--- src/rtl/pwm_pkg.sv ---
// Shared constants and enums for the multi-channel PWM generator.
// Optional polarity register is enabled with `define PWM_POLARITY_EN.
package pwm_pkg;

  localparam int ADDR_PERIOD       = 0;
  localparam int ADDR_PRESCALE     = 1;
  localparam int ADDR_DUTY_BASE    = 2;
  // POLARITY lives just above the last duty register: CHANNELS + ADDR_POLARITY_OFS
  localparam int ADDR_POLARITY_OFS = 2;

  typedef enum logic {MODE_EDGE = 1'b0, MODE_CENTER = 1'b1} mode_e;
  typedef enum logic {DIR_UP = 1'b0, DIR_DOWN = 1'b1} dir_e;

endpackage

--- src/rtl/pwm_channel.sv ---
// One PWM channel: double-buffered duty (and polarity when PWM_POLARITY_EN
// is defined), unsigned compare against the shared counter, registered output.
module pwm_channel
  import pwm_pkg::*;
#(
  parameter int WIDTH = 8
) (
  input  logic             clk,
  input  logic             rst_n,
  input  logic             ena,
  input  logic             load,
  input  logic             duty_we,
  input  logic [WIDTH-1:0] duty_data,
`ifdef PWM_POLARITY_EN
  input  logic             pol_we,
  input  logic             pol_data,
`endif
  input  logic [WIDTH-1:0] cnt,
  output logic             pwm_out
);

  logic [WIDTH-1:0] duty_stg_reg;
  logic [WIDTH-1:0] duty_stg_next;
  logic [WIDTH-1:0] duty_act_reg;
  logic             pol_act;
  logic             raw;
  logic             pwm_reg;

  // A write in the same cycle as a load goes straight through to the active copy.
  assign duty_stg_next = duty_we ? duty_data : duty_stg_reg;
  assign raw           = (cnt < duty_act_reg);
  assign pwm_out       = pwm_reg;

`ifdef PWM_POLARITY_EN
  logic pol_stg_reg;
  logic pol_stg_next;
  logic pol_act_reg;

  assign pol_stg_next = pol_we ? pol_data : pol_stg_reg;
  assign pol_act      = pol_act_reg;

  always_ff @(posedge clk or negedge rst_n) begin
    if (!rst_n) begin
      pol_stg_reg <= 1'b0;
      pol_act_reg <= 1'b0;
    end else begin
      pol_stg_reg <= pol_stg_next;
      if (load) pol_act_reg <= pol_stg_next;
    end
  end
`else
  assign pol_act = 1'b0;
`endif

  always_ff @(posedge clk or negedge rst_n) begin
    if (!rst_n) begin
      duty_stg_reg <= '0;
      duty_act_reg <= '0;
      pwm_reg      <= 1'b0;
    end else begin
      duty_stg_reg <= duty_stg_next;
      if (load) duty_act_reg <= duty_stg_next;
      pwm_reg <= ena ? (raw ^ pol_act) : pol_act;
    end
  end

endmodule

--- src/rtl/pwm_multi_gen.sv ---
// Multi-channel PWM: shared prescaler and edge/center-aligned period counter
// feeding CHANNELS comparators. Optional polarity via `define PWM_POLARITY_EN.
module pwm_multi_gen
  import pwm_pkg::*;
#(
  parameter int WIDTH    = 8,
  parameter int CHANNELS = 4,
  parameter int ADDR_W   = 4
) (
  input  logic                clk,
  input  logic                rst_n,
  input  logic                ena,
  input  logic                cfg_we,
  input  logic [ADDR_W-1:0]   cfg_addr,
  input  logic [WIDTH-1:0]    cfg_data,
  input  logic                center_mode,
  output logic [CHANNELS-1:0] pwm_out,
  output logic                period_tick
);

  logic [WIDTH-1:0] period_stg_reg, period_stg_next, period_act_reg;
  logic [WIDTH-1:0] prescale_stg_reg, prescale_stg_next, prescale_act_reg;
  logic [WIDTH-1:0] psc_reg, psc_next;
  logic [WIDTH-1:0] cnt_reg, cnt_next;
  mode_e            mode_reg, mode_next;
  dir_e             dir_reg, dir_next;
  logic             tick;
  logic             boundary;
  logic             center_eff;
  logic             turning_down;
  logic             load;
  logic             period_tick_reg;

  assign period_stg_next   = (cfg_we && cfg_addr == ADDR_W'(ADDR_PERIOD))   ? cfg_data : period_stg_reg;
  assign prescale_stg_next = (cfg_we && cfg_addr == ADDR_W'(ADDR_PRESCALE)) ? cfg_data : prescale_stg_reg;

  // State register
  always_ff @(posedge clk or negedge rst_n) begin
    if (!rst_n) begin
      period_stg_reg   <= '0;
      period_act_reg   <= '0;
      prescale_stg_reg <= '0;
      prescale_act_reg <= '0;
      psc_reg          <= '0;
      cnt_reg          <= '0;
      mode_reg         <= MODE_EDGE;
      dir_reg          <= DIR_UP;
      period_tick_reg  <= 1'b0;
    end else begin
      period_stg_reg   <= period_stg_next;
      prescale_stg_reg <= prescale_stg_next;
      if (load) begin
        period_act_reg   <= period_stg_next;
        prescale_act_reg <= prescale_stg_next;
      end
      psc_reg         <= psc_next;
      cnt_reg         <= cnt_next;
      mode_reg        <= mode_next;
      dir_reg         <= dir_next;
      period_tick_reg <= boundary;
    end
  end

  // Next-state: prescaler, counter and direction
  always_comb begin
    psc_next     = psc_reg;
    cnt_next     = cnt_reg;
    dir_next     = dir_reg;
    boundary     = 1'b0;
    // Center mode with period 0 degenerates to an edge counter stuck at 0.
    center_eff   = (mode_reg == MODE_CENTER) && (period_act_reg != '0);
    turning_down = (dir_reg == DIR_DOWN) || (cnt_reg == period_act_reg);
    tick         = ena && (psc_reg == prescale_act_reg);
    if (!ena) begin
      psc_next = '0;
      cnt_next = '0;
      dir_next = DIR_UP;
    end else if (!tick) begin
      psc_next = psc_reg + WIDTH'(1);
    end else begin
      psc_next = '0;
      if (!center_eff) begin
        boundary = (cnt_reg == period_act_reg);
        cnt_next = boundary ? '0 : cnt_reg + WIDTH'(1);
        dir_next = DIR_UP;
      end else if (turning_down && cnt_reg == WIDTH'(1)) begin
        boundary = 1'b1;
        cnt_next = '0;
        dir_next = DIR_UP;
      end else if (turning_down) begin
        cnt_next = cnt_reg - WIDTH'(1);
        dir_next = DIR_DOWN;
      end else begin
        cnt_next = cnt_reg + WIDTH'(1);
      end
    end
  end

  // Active-copy load control; disabled block tracks staged config every cycle
  always_comb begin
    load      = !ena || boundary;
    mode_next = mode_reg;
    if (load) mode_next = center_mode ? MODE_CENTER : MODE_EDGE;
  end

  assign period_tick = period_tick_reg;

`ifdef PWM_POLARITY_EN
  logic pol_we;
  assign pol_we = cfg_we && (cfg_addr == ADDR_W'(CHANNELS + ADDR_POLARITY_OFS));
`endif

  genvar gi;
  generate
    for (gi = 0; gi < CHANNELS; gi++) begin : g_ch
      pwm_channel #(
        .WIDTH(WIDTH)
      ) u_ch (
        .clk      (clk),
        .rst_n    (rst_n),
        .ena      (ena),
        .load     (load),
        .duty_we  (cfg_we && (cfg_addr == ADDR_W'(ADDR_DUTY_BASE + gi))),
        .duty_data(cfg_data),
`ifdef PWM_POLARITY_EN
        .pol_we   (pol_we),
        .pol_data (cfg_data[gi]),
`endif
        .cnt      (cnt_reg),
        .pwm_out  (pwm_out[gi])
      );
    end
  endgenerate

endmodule

--- config.mk ---
export PLATFORM = sky130hd
export DESIGN_NAME = pwm_multi_gen
export DESIGN_NICKNAME = d
export VERILOG_FILES = /design/src/rtl/pwm_pkg.sv /design/src/rtl/pwm_channel.sv /design/src/rtl/pwm_multi_gen.sv
export SDC_FILE = /design/constraint.sdc
export NUM_CORES = 1
export LEC_CHECK = 0
export CAP_MARGIN = 10
export CELL_PAD_IN_SITES_DETAIL_PLACEMENT = 0
export CELL_PAD_IN_SITES_GLOBAL_PLACEMENT = 1
export CORE_UTILIZATION = 40
export CTS_BUF_LIST = sky130_fd_sc_hd__clkbuf_4 sky130_fd_sc_hd__clkbuf_8 sky130_fd_sc_hd__clkbuf_16
export CTS_CLUSTER_SIZE = 28
export DETAILED_ROUTE_END_ITERATION = 16
export PLACE_DENSITY_LB_ADDON = 0.25
export REMOVE_ABC_BUFFERS = 1
export SLEW_MARGIN = 40
export SYNTH_ARGS = -nofsm -noshare
export SYNTH_HDL_FRONTEND = slang
export SYNTH_SLANG_ARGS = --single-unit
--- constraint.sdc ---
create_clock -name clk -period 3.1 [get_ports clk]
set_input_delay 0.465 -clock clk [delete_from_list [all_inputs] [get_ports clk]]
set_output_delay 0.465 -clock clk [all_outputs]
set_load 0.01 [all_outputs]
-- Word level (Yosys, flattened, before mapping)
Cells that the tools add are included.
- $add $sub $neg: 3
- $lt $le $gt $ge: 4
- equality and inequality tests: 10
- multiplexer cells: 28
- reduce and logical (&&, ||, !) cells: 15
- operator list (kind ; count):
    two-way mux 8 bit ; 14
    less-than comparator 8 bit ; 4
    adder 8 x 1 -> 8 bit (second input constant) ; 2
    equality test 8 bit ; 2
    two-way mux 1 bit ; 14
    logical AND 1 bit ; 9
    equality test 4 x 2 -> 1 bit (second input constant) ; 2
    equality test 4 x 3 -> 1 bit (second input constant) ; 2
    equality test 8 x 1 -> 1 bit (second input constant) ; 1
    nonzero test 8 bit ; 1
    subtractor 8 x 1 -> 8 bit (second input constant) ; 1
    equality test 4 x 1 -> 1 bit (second input constant) ; 1
    logical NOT 4 bit ; 1
    != test 4 x 2 -> 1 bit (second input constant) ; 1
    logical OR 1 bit ; 2
    != test 2 x 1 -> 1 bit (second input constant) ; 1
    AND reduction 2 bit ; 1
    logical NOT 1 bit ; 1
- register bits: 119
- bits of input ports: 17
- output and inout port bits: 5
- word-level logic and storage cells: 81

-- Longest topological paths before layout
- word-level depth: 8
- mapped depth: 10
- depth with buffers taken out: 8

-- By module
From an unflattened synthesis, not the netlist that was laid out.
- cell total of the unflattened synthesis: 519
- area total of the unflattened synthesis: 5963.2 µm²
- by module, submodules not included (module ; instances ; cells each ; area each (µm²)):
    pwm_channel ; 4 ; 68 ; 789.5
    pwm_multi_gen ; 1 ; 247 ; 2805.2

-- Least setup slack after synthesis
Ideal clock, no wire load.
- path type: register to register
- start: reg cnt_reg[1]
- end: reg period_act_reg[0]
- arrival time: 2283 ps
- data required time: 2975 ps
- slack: 692 ps
- cell stages (with the launch flop): 10
- clock period less this slack: 2408 ps
- path through: dfrtp_1 > clkbuf_1 > xor2_1 > nor4_4 > o2bb2a_4 > buf_6 > o31ai_4 > buf_6 > buf_12 > mux2_4
- longest elaborated chain between the ends: 8
- elaborated cells between the ends (all ways): 9
- RTL lines (element ; line ; text):
    start, declared ; pwm_multi_gen.sv:24 ; logic [WIDTH-1:0] cnt_reg, cnt_next;
    start signal, assigned ; pwm_multi_gen.sv:57 ; cnt_reg <= cnt_next;
    equality test 8 bit ; pwm_multi_gen.sv:72, pwm_multi_gen.sv:83 ;
    logical OR 1 bit ; pwm_multi_gen.sv:72 ; turning_down = (dir_reg == DIR_DOWN) || (cnt_reg == period_act_reg);
    logical AND 1 bit ; pwm_multi_gen.sv:86 ; end else if (turning_down && cnt_reg == WIDTH'(1)) begin
    two-way mux 1 bit ; pwm_multi_gen.sv:86 ;
    two-way mux 1 bit (*) ; pwm_multi_gen.sv:82 ; if (!center_eff) begin
    two-way mux 1 bit (*) ; pwm_multi_gen.sv:78 ; end else if (!tick) begin
    two-way mux 1 bit (*) ; pwm_multi_gen.sv:74 ; if (!ena) begin
    logical OR 1 bit (*) ; pwm_multi_gen.sv:101 ; load = !ena || boundary;
    end signal, assigned ; pwm_multi_gen.sv:53 ; period_act_reg <= period_stg_next;
    end, declared ; pwm_multi_gen.sv:21 ; logic [WIDTH-1:0] period_stg_reg, period_stg_next, period_act_reg;
Every way passes the cells marked *; elsewhere a longest branch is shown, timed or not.
A chain may end at the register's enable or synchronous reset.

-- Final worst setup path
- start: reg psc_reg[1]
- end: reg prescale_act_reg[0]
- longest elaborated chain between the ends: 5
- RTL lines (element ; line ; text):
    start, declared ; pwm_multi_gen.sv:23 ; logic [WIDTH-1:0] psc_reg, psc_next;
    start signal, assigned ; pwm_multi_gen.sv:56 ; psc_reg <= psc_next;
    equality test 8 bit ; pwm_multi_gen.sv:73 ; tick = ena && (psc_reg == prescale_act_reg);
    logical AND 1 bit ; pwm_multi_gen.sv:73 ;
    two-way mux 1 bit ; pwm_multi_gen.sv:78 ;
    two-way mux 1 bit ; pwm_multi_gen.sv:74 ;
    logical OR 1 bit ; pwm_multi_gen.sv:101 ;
    end signal, assigned ; pwm_multi_gen.sv:54 ; prescale_act_reg <= prescale_stg_next;
    end, declared ; pwm_multi_gen.sv:22 ; logic [WIDTH-1:0] prescale_stg_reg, prescale_stg_next, prescale_act_reg;
No other way between the ends.

==> parameters.txt <==
Parameter                              Value

Status
  Outcome ... finished, final reports clean

Flow run
  Max capacitance violation total ... 0

Synthesis
  Syn Inst Count ... about 460
  Area share of the largest cell type after synthesis ... 0.5057
  Number of synthesized flops with an enable pin ... 0
  Flip-flop cell with the highest count after synthesis ... sky130_fd_sc_hd__dfrtp_1
  Dominant cell by count in the synthesized netlist ... sky130_fd_sc_hd__dfrtp_1
  Top cells by area, synth ... sky130_fd_sc_hd__dfrtp_1, sky130_fd_sc_hd__mux2_2, sky130_fd_sc_hd__ha_1
  Synthesized area per cell ... approximately 13 um2
  Cell taking the most area after synthesis ... sky130_fd_sc_hd__dfrtp_1
  Number of synthesized register bits ... 119
  Synth warnings ... 0
  Post-synthesis async set-or-reset flop share ... 1.000
  Post-synthesis instance area ... 0.005888 mm2
  Post-synth cell types ... between 40 and 50
  Portion of the post-synthesis area used by sequential elements ... 0.5057
  Most used standard cells in the synthesized netlist ... sky130_fd_sc_hd__dfrtp_1, sky130_fd_sc_hd__mux2_2, sky130_fd_sc_hd__inv_1, sky130_fd_sc_hd__ha_1, sky130_fd_sc_hd__xor2_1

Global route
  Maximum number of pins on one net before global-route repair ... 65
  Grt total ovfl ... 0
  Wire length of the first global-routing pass ... roughly 20000 um
  Vias in the first global route ... 3636
  Antenna violations before repair ... 0
  GRT Resource Usage Total ... 0.1842

Detailed routing
  DRT iter0 DRCs ... about 110
  Vias/cell ... approximately 5.2
  Total vias in the final route ... 3605
  Number of DRC violations after detailed routing ... 0
  Total wirelength of the detailed-routed design ... about 13000 um
  Routed length per instance ... about 18 um
  Number of nets with antenna violations after routing ... 0
  Number of optimization iterations in the first detailed-route pass ... 5

Die
  Initial Util ... 0.4177
  Rows ... 43
  Io pins ... 22
  Area of the core ... approximately 0.014 mm2
  Total die area ... between 0.015 and 0.02 mm2
  Die X ... 123.3 um
  Die span in y ... 123.3 um

Power
  Combinational power share ... 0.226
  Pwr per Cell Area ... between 700 and 800 mW/mm2
  Relative contribution of sequential cells to total power ... 0.416
  Net switching component of the power ... approximately 1.4 mW
  Maximum vdd ir drop ... 0.4124 mV
  Static leakage ... between 3 and 4 nW
  Cell internal power dissipation ... 3.693 mW
  Portion of total power attributed to the clock network ... 0.358
  Switching part of the total power ... 0.2711

STA
  Final setup violation count ... 0
  Final setup slack of the worst path ... a little over 0.5 ns
  Slew HR ... 0.5901
  Min Hold Slack ... ~0.031 ns
  Final number of max-transition violations ... 0
  Number of hold violations in the final report ... 0
  Slew @ Worst Pin ... 0.6149 ns
  Max Fclk ... between 0.3 and 0.4 GHz
  Final Skew ... roughly 0.0073 ns
  Final critical-path required period ... around 2.6 ns
  Portion of the clock cycle consumed by the worst path in the final layout ... 0.8331
  Setup TNS ... 0 ns
  Unrepaired setup endpoints after global routing ... no

Place
  Half-perimeter wire length of the detailed placement result ... about 8500 um
  Dpl ws ... approximately 0.5 ns
  I/O Buffers ... 21
  GP Congestion ... roughly 0.76

Setup path
  Buffer and inverter count on the worst path ... 1
  Capturing point of the worst reg2reg path ... prescale_act_reg[0]
  R2r setup slk ... ~0.52 ns
  Maximum fanout count along the critical path ... 27
  Start point of the critical path ... psc_reg[1]
  Type of element launching the critical path ... register
  Worst path depth ... 6
  Setup CP Type ... register to register
  Arrival time of the worst setup path ... ~2.9 ns
  FF-to-FF path depth ... 6
  CP Cell Sequence ... xor2_1 > nor4_1 > nand2_1 > o31ai_4 > buf_12 > mux2_2
  Category of cells accounting for the largest share of critical-path delay ... simple AND/OR/NAND/NOR gates
  Required time at the endpoint of the critical path ... 3.38 ns
  Worst setup path end ... prescale_act_reg[0]
  Worst path max stage delay ... ~0.48 ns
  Type of destination of the critical path ... register
  Source of the worst register-to-register timing path ... psc_reg[1]
  Slowest cell on the critical path ... sky130_fd_sc_hd__nor4_1

Cells and area
  Number of antenna diodes ... 0
  # fillers ... around 1300
  Fraction of layout cells with a size suffix above 1 ... 0.3002
  Combined area of the multi-input logic cells ... around 0.0026 mm2
  Final layout net count ... approximately 550
  Area Growth Syn to Fin ... 17.23%
  FF+latch area ... approximately 0.0030 mm2
  Utilization after layout ... 0.4897

CTS
  Post-cts gate resize count ... 0
  Maximum clock insertion buffer count ... 2
  Post-CTS setup buffer count ... 0
  Post-CTS Hold Fix Bufs ... 0
  CTS tree ... done
  Level count of the clock H-tree ... 4
  Number of clock sinks ... 119
  Buffer type at the clock tree root ... sky130_fd_sc_hd__clkbuf_16
  Clock transition at path regs ... 0.05 ns
  TritonCTS buffer count ... 17
  Clock insertion delay at the later pin of the skew report ... 0.41 ns

Worst hold path
  Hold/Removal Path Class ... input port to asynchronous set/reset pin
## how the worst min path moves through the flow
stage                     cells after the start  slack [ns]                    startpoint                           end
after floorplan                               0        0.17                         rst_n                    cnt_reg[0]
after global placement                        1        0.47  g_ch[3].u_ch.duty_stg_reg[2]  g_ch[3].u_ch.duty_stg_reg[2]
after detailed placement                      1        0.48  g_ch[3].u_ch.duty_stg_reg[6]  g_ch[3].u_ch.duty_stg_reg[6]
after CTS                                     1        0.19                         rst_n  g_ch[1].u_ch.duty_stg_reg[2]
after global routing                          1        0.08                         rst_n  g_ch[1].u_ch.duty_stg_reg[2]
final                                         1        0.03                         rst_n  g_ch[1].u_ch.duty_act_reg[2]
## logic make-up after synthesis
group                    count (synthesis)  share of synthesized area
AO/OA/AOI/OAI                           53                    0.06566
XOR/XNOR                                24                    0.03570
adder cells (fa/ha/maj)                 32                    0.06800
buffers and inverters                   54                    0.04462
flip-flops                             119                     0.5057
multiplexers                            98                     0.1936
AND/OR/NAND/NOR                         84                    0.08669
## cells in the final DEF, fill, tap and decap left out, types with 4 or more instances in the layout
cell	n
sky130_fd_sc_hd__or4_1	6
sky130_fd_sc_hd__a21oi_1	13
sky130_fd_sc_hd__nand2b_1	5
sky130_fd_sc_hd__nor4_1	9
sky130_fd_sc_hd__and3_1	7
sky130_fd_sc_hd__mux2_4	10
sky130_fd_sc_hd__buf_4	13
sky130_fd_sc_hd__a211oi_1	4
sky130_fd_sc_hd__nand2_1	9
sky130_fd_sc_hd__a221oi_1	5
sky130_fd_sc_hd__clkbuf_8	4
sky130_fd_sc_hd__a21o_1	10
sky130_fd_sc_hd__o21ai_0	11
sky130_fd_sc_hd__o311ai_0	4
sky130_fd_sc_hd__dfrtp_1	119
sky130_fd_sc_hd__inv_1	34
sky130_fd_sc_hd__nand3_1	13
sky130_fd_sc_hd__mux2_2	87
sky130_fd_sc_hd__xor2_1	21
sky130_fd_sc_hd__clkbuf_4	8
sky130_fd_sc_hd__clkbuf_16	17
sky130_fd_sc_hd__nor3_1	7
sky130_fd_sc_hd__clkdlybuf4s50_1	20
sky130_fd_sc_hd__ha_1	32
sky130_fd_sc_hd__nor2_1	12
## metal layers
| metal | GRT usage | share of wire |
|---|---|---|
| met4 | 0.05271 | 0.0050 |
| met5 | 0 | 0 |
| met1 | 0.2520 | 0.49 |
| met3 | 0.04843 | 0.034 |
| met2 | 0.2870 | 0.47 |
## power groups by stage
stage          logic, mW  clock network (mW)  registers, mW
2_1_floorplan      0.813                   0           2.09
3_3_place_gp        1.12                   0           2.12
3_5_place_dp        1.15                   0           2.14
4_1_cts             1.16                1.86           2.11
5_1_grt             1.28                1.91           2.15
6_report            1.14                1.82           2.11
## per-stage QoR
stage	total power [mW]	cells	cell area, um2
6_report	5.067	693	6903
5_1_grt	5.351	693	6903
4_1_cts	5.130	693	6899
3_5_place_dp	3.286	661	6344
3_3_place_gp	3.248	661	6344
2_1_floorplan	2.899	444	5753
## cell type report
| cell class | count | share of cell area |
|---|---|---|
| Sequential cell | 119 | 0.4314 |
| Multi-Input combinational cell | 291 | 0.3835 |
| Clock buffer | 29 | 0.07830 |
| Inverter | 34 | 0.01849 |
| Timing Repair Buffer | 37 | 0.05347 |
| Tap cell | 180 | 0.03263 |
| Clock inverter | 3 | 0.002175 |
Power figures use the tool's default switching activity.
